[config.mk]
export PLATFORM = sky130hd
export DESIGN_NAME = rggen_atomic_register_common
export DESIGN_NICKNAME = d
export VERILOG_FILES = /design/src/rtl/rggen_atomic_register_common.sv
export SDC_FILE = /design/constraint.sdc
export NUM_CORES = 1
export LEC_CHECK = 0
export BUFFER_PORTS_ARGS = -buffer_cell sky130_fd_sc_hd__buf_2
export CAP_MARGIN = 20
export CORE_AREA = 2 2 119 121
export DETAILED_ROUTE_END_ITERATION = 10
export DIE_AREA = 0 0 121 123
export PLACE_DENSITY = 0.59
export REMOVE_ABC_BUFFERS = 1
export SYNTH_ARGS = -nofsm -noshare
export SYNTH_HDL_FRONTEND = slang
export SYNTH_SLANG_ARGS = --single-unit
export TNS_END_PERCENT = 10
[constraint.sdc]
create_clock -name vclk -period 2.3
set_input_delay 0.23 -clock vclk [all_inputs]
set_output_delay 0.23 -clock vclk [all_outputs]
set_load 0.03 [all_outputs]
[src/rtl/rggen_atomic_register_common.sv]
// -----------------------------------------------------------------------------
// rggen_atomic_register_common
//
// Register front-end for registers wider than the bus (DATA_WIDTH = N*BUS_WIDTH)
// that gives software atomic multi-word access:
//   - writes to the lower words are staged and committed to the bit fields
//     together with the write of the highest word;
//   - a read of word 0 captures the upper words into a snapshot so that the
//     following upper-word reads return a coherent value.
// One instance per register, between the bus demux and the bit fields.
//
// Ports
//   i_clk, i_rst_n            clock, asynchronous active-low reset
//   i_register_valid          bus request valid
//   i_register_access         bit0: 1=write, 0=read
//   i_register_address        byte address
//   i_register_write_data     bus write data
//   i_register_strobe         per-bit write strobe
//   o_register_active         address/access hits a word of this register
//   o_register_ready          completes this cycle (equals active)
//   o_register_status         always OKAY (2'b00)
//   o_register_read_data      read data of the matched word
//   o_register_value          current register value (pass-through)
//   i_additional_match        extra decode qualifier
//   o_bit_field_valid         bit-field access strobe
//   o_bit_field_read_mask     bit-field read mask
//   o_bit_field_write_mask    bit-field write mask
//   o_bit_field_write_data    bit-field write data
//   i_bit_field_read_data     read data from the bit fields
//   i_bit_field_value         current value from the bit fields
//   o_staging_pending         staging buffer holds uncommitted bits
// -----------------------------------------------------------------------------
module rggen_atomic_register_common #(
    parameter bit                     READABLE       = 1'b1,
    parameter bit                     WRITABLE       = 1'b1,
    parameter int                     ADDRESS_WIDTH  = 8,
    parameter bit [ADDRESS_WIDTH-1:0] OFFSET_ADDRESS = '0,
    parameter int                     BUS_WIDTH      = 32,
    parameter int                     DATA_WIDTH     = BUS_WIDTH,
    parameter bit                     STAGED_WRITE   = 1'b1,
    parameter bit                     SNAPSHOT_READ  = 1'b1
) (
    input  logic                     i_clk,
    input  logic                     i_rst_n,
    input  logic                     i_register_valid,
    input  logic [1:0]               i_register_access,
    input  logic [ADDRESS_WIDTH-1:0] i_register_address,
    input  logic [BUS_WIDTH-1:0]     i_register_write_data,
    input  logic [BUS_WIDTH-1:0]     i_register_strobe,
    output logic                     o_register_active,
    output logic                     o_register_ready,
    output logic [1:0]               o_register_status,
    output logic [BUS_WIDTH-1:0]     o_register_read_data,
    output logic [DATA_WIDTH-1:0]    o_register_value,
    input  logic                     i_additional_match,
    output logic                     o_bit_field_valid,
    output logic [DATA_WIDTH-1:0]    o_bit_field_read_mask,
    output logic [DATA_WIDTH-1:0]    o_bit_field_write_mask,
    output logic [DATA_WIDTH-1:0]    o_bit_field_write_data,
    input  logic [DATA_WIDTH-1:0]    i_bit_field_read_data,
    input  logic [DATA_WIDTH-1:0]    i_bit_field_value,
    output logic                     o_staging_pending
);

    localparam int WORDS     = DATA_WIDTH / BUS_WIDTH;
    localparam int LAST      = WORDS - 1;
    // staging/snapshot arrays cover words 0..WORDS-2 (staging) and 1..WORDS-1
    // (snapshot); keep at least one entry so WORDS=1 still elaborates
    localparam int SW        = (WORDS > 1) ? WORDS - 1 : 1;
    localparam bit USE_STAGE = STAGED_WRITE  && (WORDS > 1);
    localparam bit USE_SNAP  = SNAPSHOT_READ && (WORDS > 1);

    logic                          is_write;
    logic [WORDS-1:0]              word_match;
    logic                          access;
    logic                          commit;
    logic                          stage_write;
    logic                          snap_take;
    logic                          snap_hit;
    logic                          top_write;

    logic [SW-1:0][BUS_WIDTH-1:0]  stage_data;
    logic [SW-1:0][BUS_WIDTH-1:0]  stage_mask;
    logic [SW-1:0][BUS_WIDTH-1:0]  snapshot;
    logic                          snap_valid;

    logic [DATA_WIDTH-1:0]         commit_mask;
    logic [DATA_WIDTH-1:0]         commit_data;

    logic                          unused_access_bit;
    assign unused_access_bit = i_register_access[1];

    assign is_write = i_register_access[0];

    // ------------------------------------------------------------------
    // Decode
    // ------------------------------------------------------------------
    always_comb begin
        for (int i = 0; i < WORDS; i++) begin
            word_match[i] = i_additional_match &&
                            (is_write ? WRITABLE : READABLE) &&
                            (i_register_address ==
                             (OFFSET_ADDRESS + ADDRESS_WIDTH'(i * (BUS_WIDTH / 8))));
        end
    end

    assign o_register_active = |word_match;
    assign o_register_ready  = |word_match;
    assign o_register_status = 2'b00;
    assign o_register_value  = i_bit_field_value;
    assign access            = i_register_valid && (|word_match);

    assign top_write   = access && is_write && word_match[LAST];
    assign commit      = USE_STAGE && top_write;
    assign stage_write = USE_STAGE && access && is_write && !word_match[LAST];
    assign snap_take   = USE_SNAP && access && !is_write && word_match[0];
    // snap_valid is constant 0 when snapshots are disabled
    assign snap_hit    = access && !is_write && snap_valid && !word_match[0];

    // ------------------------------------------------------------------
    // Commit vectors: staged lower words plus the live top word
    // ------------------------------------------------------------------
    always_comb begin
        commit_mask = '0;
        commit_data = '0;
        for (int i = 0; i < LAST; i++) begin
            commit_mask[i*BUS_WIDTH +: BUS_WIDTH] = stage_mask[i];
            commit_data[i*BUS_WIDTH +: BUS_WIDTH] = stage_data[i];
        end
        commit_mask[LAST*BUS_WIDTH +: BUS_WIDTH] = i_register_strobe;
        commit_data[LAST*BUS_WIDTH +: BUS_WIDTH] = i_register_write_data;
    end

    // ------------------------------------------------------------------
    // Bit-field side
    // ------------------------------------------------------------------
    always_comb begin
        o_bit_field_valid      = 1'b0;
        o_bit_field_read_mask  = '0;
        o_bit_field_write_mask = '0;
        o_bit_field_write_data = {WORDS{i_register_write_data}};
        if (access) begin
            if (is_write) begin
                if (commit) begin
                    o_bit_field_valid      = 1'b1;
                    o_bit_field_write_mask = commit_mask;
                    o_bit_field_write_data = commit_data;
                end else if (!USE_STAGE) begin
                    o_bit_field_valid = 1'b1;
                    for (int i = 0; i < WORDS; i++) begin
                        if (word_match[i]) begin
                            o_bit_field_write_mask[i*BUS_WIDTH +: BUS_WIDTH] = i_register_strobe;
                        end
                    end
                end
            end else if (!snap_hit) begin
                o_bit_field_valid = 1'b1;
                if (snap_take) begin
                    // one read side effect covering the whole register
                    o_bit_field_read_mask = {WORDS{i_register_strobe}};
                end else begin
                    for (int i = 0; i < WORDS; i++) begin
                        if (word_match[i]) begin
                            o_bit_field_read_mask[i*BUS_WIDTH +: BUS_WIDTH] = i_register_strobe;
                        end
                    end
                end
            end
        end
    end

    // ------------------------------------------------------------------
    // Bus read data; upper words come from the snapshot while it is valid
    // ------------------------------------------------------------------
    always_comb begin
        o_register_read_data = '0;
        if (word_match[0] && !is_write) begin
            o_register_read_data = i_bit_field_read_data[0 +: BUS_WIDTH];
        end
        for (int i = 1; i < WORDS; i++) begin
            if (word_match[i] && !is_write) begin
                o_register_read_data = snap_valid ? snapshot[i-1]
                                                  : i_bit_field_read_data[i*BUS_WIDTH +: BUS_WIDTH];
            end
        end
    end

    // ------------------------------------------------------------------
    // Staging buffer
    // ------------------------------------------------------------------
    generate
        if (USE_STAGE) begin : g_stage
            always_ff @(posedge i_clk or negedge i_rst_n) begin
                if (!i_rst_n) begin
                    stage_data <= '0;
                    stage_mask <= '0;
                end else if (commit) begin
                    // stale data is harmless once its mask is gone
                    stage_mask <= '0;
                end else if (stage_write) begin
                    for (int i = 0; i < LAST; i++) begin
                        if (word_match[i]) begin
                            stage_data[i] <= (stage_data[i] & ~i_register_strobe) |
                                             (i_register_write_data & i_register_strobe);
                            stage_mask[i] <= stage_mask[i] | i_register_strobe;
                        end
                    end
                end
            end
        end else begin : g_no_stage
            assign stage_data = '0;
            assign stage_mask = '0;
        end
    endgenerate

    assign o_staging_pending = |stage_mask;

    // ------------------------------------------------------------------
    // Read snapshot
    // ------------------------------------------------------------------
    generate
        if (USE_SNAP) begin : g_snap
            always_ff @(posedge i_clk or negedge i_rst_n) begin
                if (!i_rst_n) begin
                    snapshot   <= '0;
                    snap_valid <= 1'b0;
                end else if (snap_take) begin
                    for (int i = 1; i < WORDS; i++) begin
                        snapshot[i-1] <= i_bit_field_read_data[i*BUS_WIDTH +: BUS_WIDTH];
                    end
                    snap_valid <= 1'b1;
                end else if (top_write || (snap_hit && word_match[LAST])) begin
                    // a commit makes the captured value stale; reading the top
                    // word ends the coherent read sequence
                    snap_valid <= 1'b0;
                end
            end
        end else begin : g_no_snap
            assign snapshot   = '0;
            assign snap_valid = 1'b0;
        end
    endgenerate

endmodule

==> summary.md <==
| Metric | Value |
|---|---|
| Seq pwr share | `0%` |
| Maximum vdd drop | `0.0000516 V` |
| Sw frac | `59.5%` |
| Worst setup SP type | `input port` |
| Worst path arrival time | `1.84 ns` |
| WL/cell | `22.9 microns` |
| Max Used Layer | `met5` |
| Area leader, netlist | `buf_4` |
| Final TNS setup | `0 ns` |
| Placed instance area | `2660 sq um` |
| Die Width | `121 microns` |
| Core ar. | `13,600 sq um` |
| Pins over their slew limit | `0` |
| Mean area per synthesized cell | `6.63 sq um` |
| CP Capture Type | `output pin` |
| RD Place Congestion | `0.805` |
| Number of antenna-violating nets in the routed design | `0` |
| Post-route minimum period | `2.07 ns` |
| Int Pwr | `114 uW` |
| Layout cells sized above 1 | `54.2%` |
| Hold Path Class | `in -> out` |
| Starting Density | `15.5%` |
| Post-synthesis sequential area ratio | `0%` |
| Fmax | `0.482 GHz` |
| Worst slack, placed | `0.222 ns` |
| Max-cap violation count | `0` |
| Worst slew pin tran | `0.602 ns` |
| Leak pwr | `0.00113 uW` |
| RSZ-0062 raised after global routing | `false` |
| Post-CTS Setup Bufs | `0` |
| Combinational Power Share | `100.0%` |
| Synthesized area | `2100 sq um` |
| Antenna Cells | `0` |
| Die Ht | `123 microns` |
| Final nets | `533` |
| First-pass GRT wire length | `17,100 microns` |
| Initial antenna violation count | `0` |
| Status | `complete, no violations` |
| Vias/cell | `4.73` |
| Final-report setup violation count | `0` |
| PostCTS Resize Cnt | `0` |
| Synth top area share | `24.3%` |
| Final period util | `90.2%` |
| WP data required | `2.07 ns` |
| Wl on met1 | `4450 microns` |
| Hold Fails Final Rpt | `0` |
| Area grow syn2layout | `26.6%` |
| FP Rows | `43` |
| Initial DRT Pass Iterations | `4` |
| Sequential cells | `0` |
| Global route total overflow | `0` |
| Largest net degree at the start of global routing | `64` |
| Synthesis Warnings | `0` |
| Multi-input gate area | `1380 sq um` |
| Post-DP HPWL | `11,100 microns` |
| Port bufs | `174` |
| Met2 Wirelength | `5200 microns` |
| Cell variety after synth | `16` |
| Clock Power Share | `0%` |
| Final core utilization | `19.6%` |
| Metal3 WL | `3340 microns` |
| Min Hold Slack | `0.460 ns` |
| Global Route Usage Sum | `16.0%` |
| # fillers | `1,601` |
| Net Sw Power | `167 uW` |
| Dominant cells by area after synthesis | `buf_4, nor4_1, nor4_2` |
| Num ports | `308` |
| DR vias | `2,691` |
| DRC violations left | `0` |
| Iteration-0 DRC Markers | `144` |
| Synthesized instance count | `317` |
| Vias in the first global route | `2,313` |
| Die area | `14,900 sq um` |
| Hold_buf cts | `0` |
| Critical path peak fanout | `32` |
| Sequential Area | `0 sq um` |
| Crit Path Category | `in -> out` |
| Final setup margin | `0.226 ns` |
| Final wirelength | `13,100 microns` |
| Post-route cell area | `2660 sq um` |
| Slew headroom | `59.8%` |
| Clock buf count | `0` |
| Pwr/cell area | `106 nW/um^2` |
[cell usage after synthesis]
| library cell | n |
|---|---|
| nor4_1 | 77 |
| buf_4 | 68 |
| nand2b_1 | 32 |
| nand3_1 | 32 |
| nand3b_1 | 32 |
| clkbuf_1 | 30 |
| nor4_2 | 20 |
| buf_2 | 12 |
| buf_1 | 5 |
| buf_6 | 3 |
| conb_1 | 1 |
| inv_1 | 1 |
| nor3_1 | 1 |
| or2_2 | 1 |
| or3_1 | 1 |
| or4b_1 | 1 |
[logic make-up after synthesis]
logic type | synth area share (%)
buf+inv | 35.2
other cells | 0.178
simple gates | 64.7
[path summary, 6_finish.rpt]
check / start / to / slack [ns] / cells after the start
setup / recovery: i_register_address[4] / o_bit_field_write_mask[1] / 0.23 / 5
hold / removal: i_register_write_data[22] / o_bit_field_write_data[22] / 0.46 / 0
[cell usage in the layout, fill, tap and decap left out, drive strengths merged]
cell	n
inv	1
nand3	32
or2	1
nor3	1
or4b	1
conb	3
or3	1
buf	188
nor4	97
nand2b	32
nand3b	32
[metrics by stage]
stage / power (uW) / cells
global placement: 277 / 569
detailed placement: 281 / 569
CTS: 282 / 569
floorplan: 112 / 201
finish: 281 / 569
global route: 308 / 569
[area by class of cell]
type               count  share of cell area, %
well taps            180                   8.46
multi-input cells    200                   51.9
repair buffers       188                   39.5
inverters              1                  0.141
[routing by layer]
metal  vias up  GRT usage [%]
met4         2         0.0727
li1       1250              -
met2       249           23.2
met3         6           18.5
met5         -           4.86
met1      1184           15.9
[critical path: stages]
cell,delay (ns)
buf_2,0.10
or4b_4,0.63
buf_4,0.30
nor4_1,0.32
buf_2,0.25
[power groups by stage]
stage | clock (uW) | sequential (uW) | combinational (uW)
6_report | 0 | 0 | 281
5_1_grt | 0 | 0 | 308
4_1_cts | 0 | 0 | 282
3_5_place_dp | 0 | 0 | 281
3_3_place_gp | 0 | 0 | 277
2_1_floorplan | 0 | 0 | 112
Note: power is estimated with default switching activity, not from simulation.
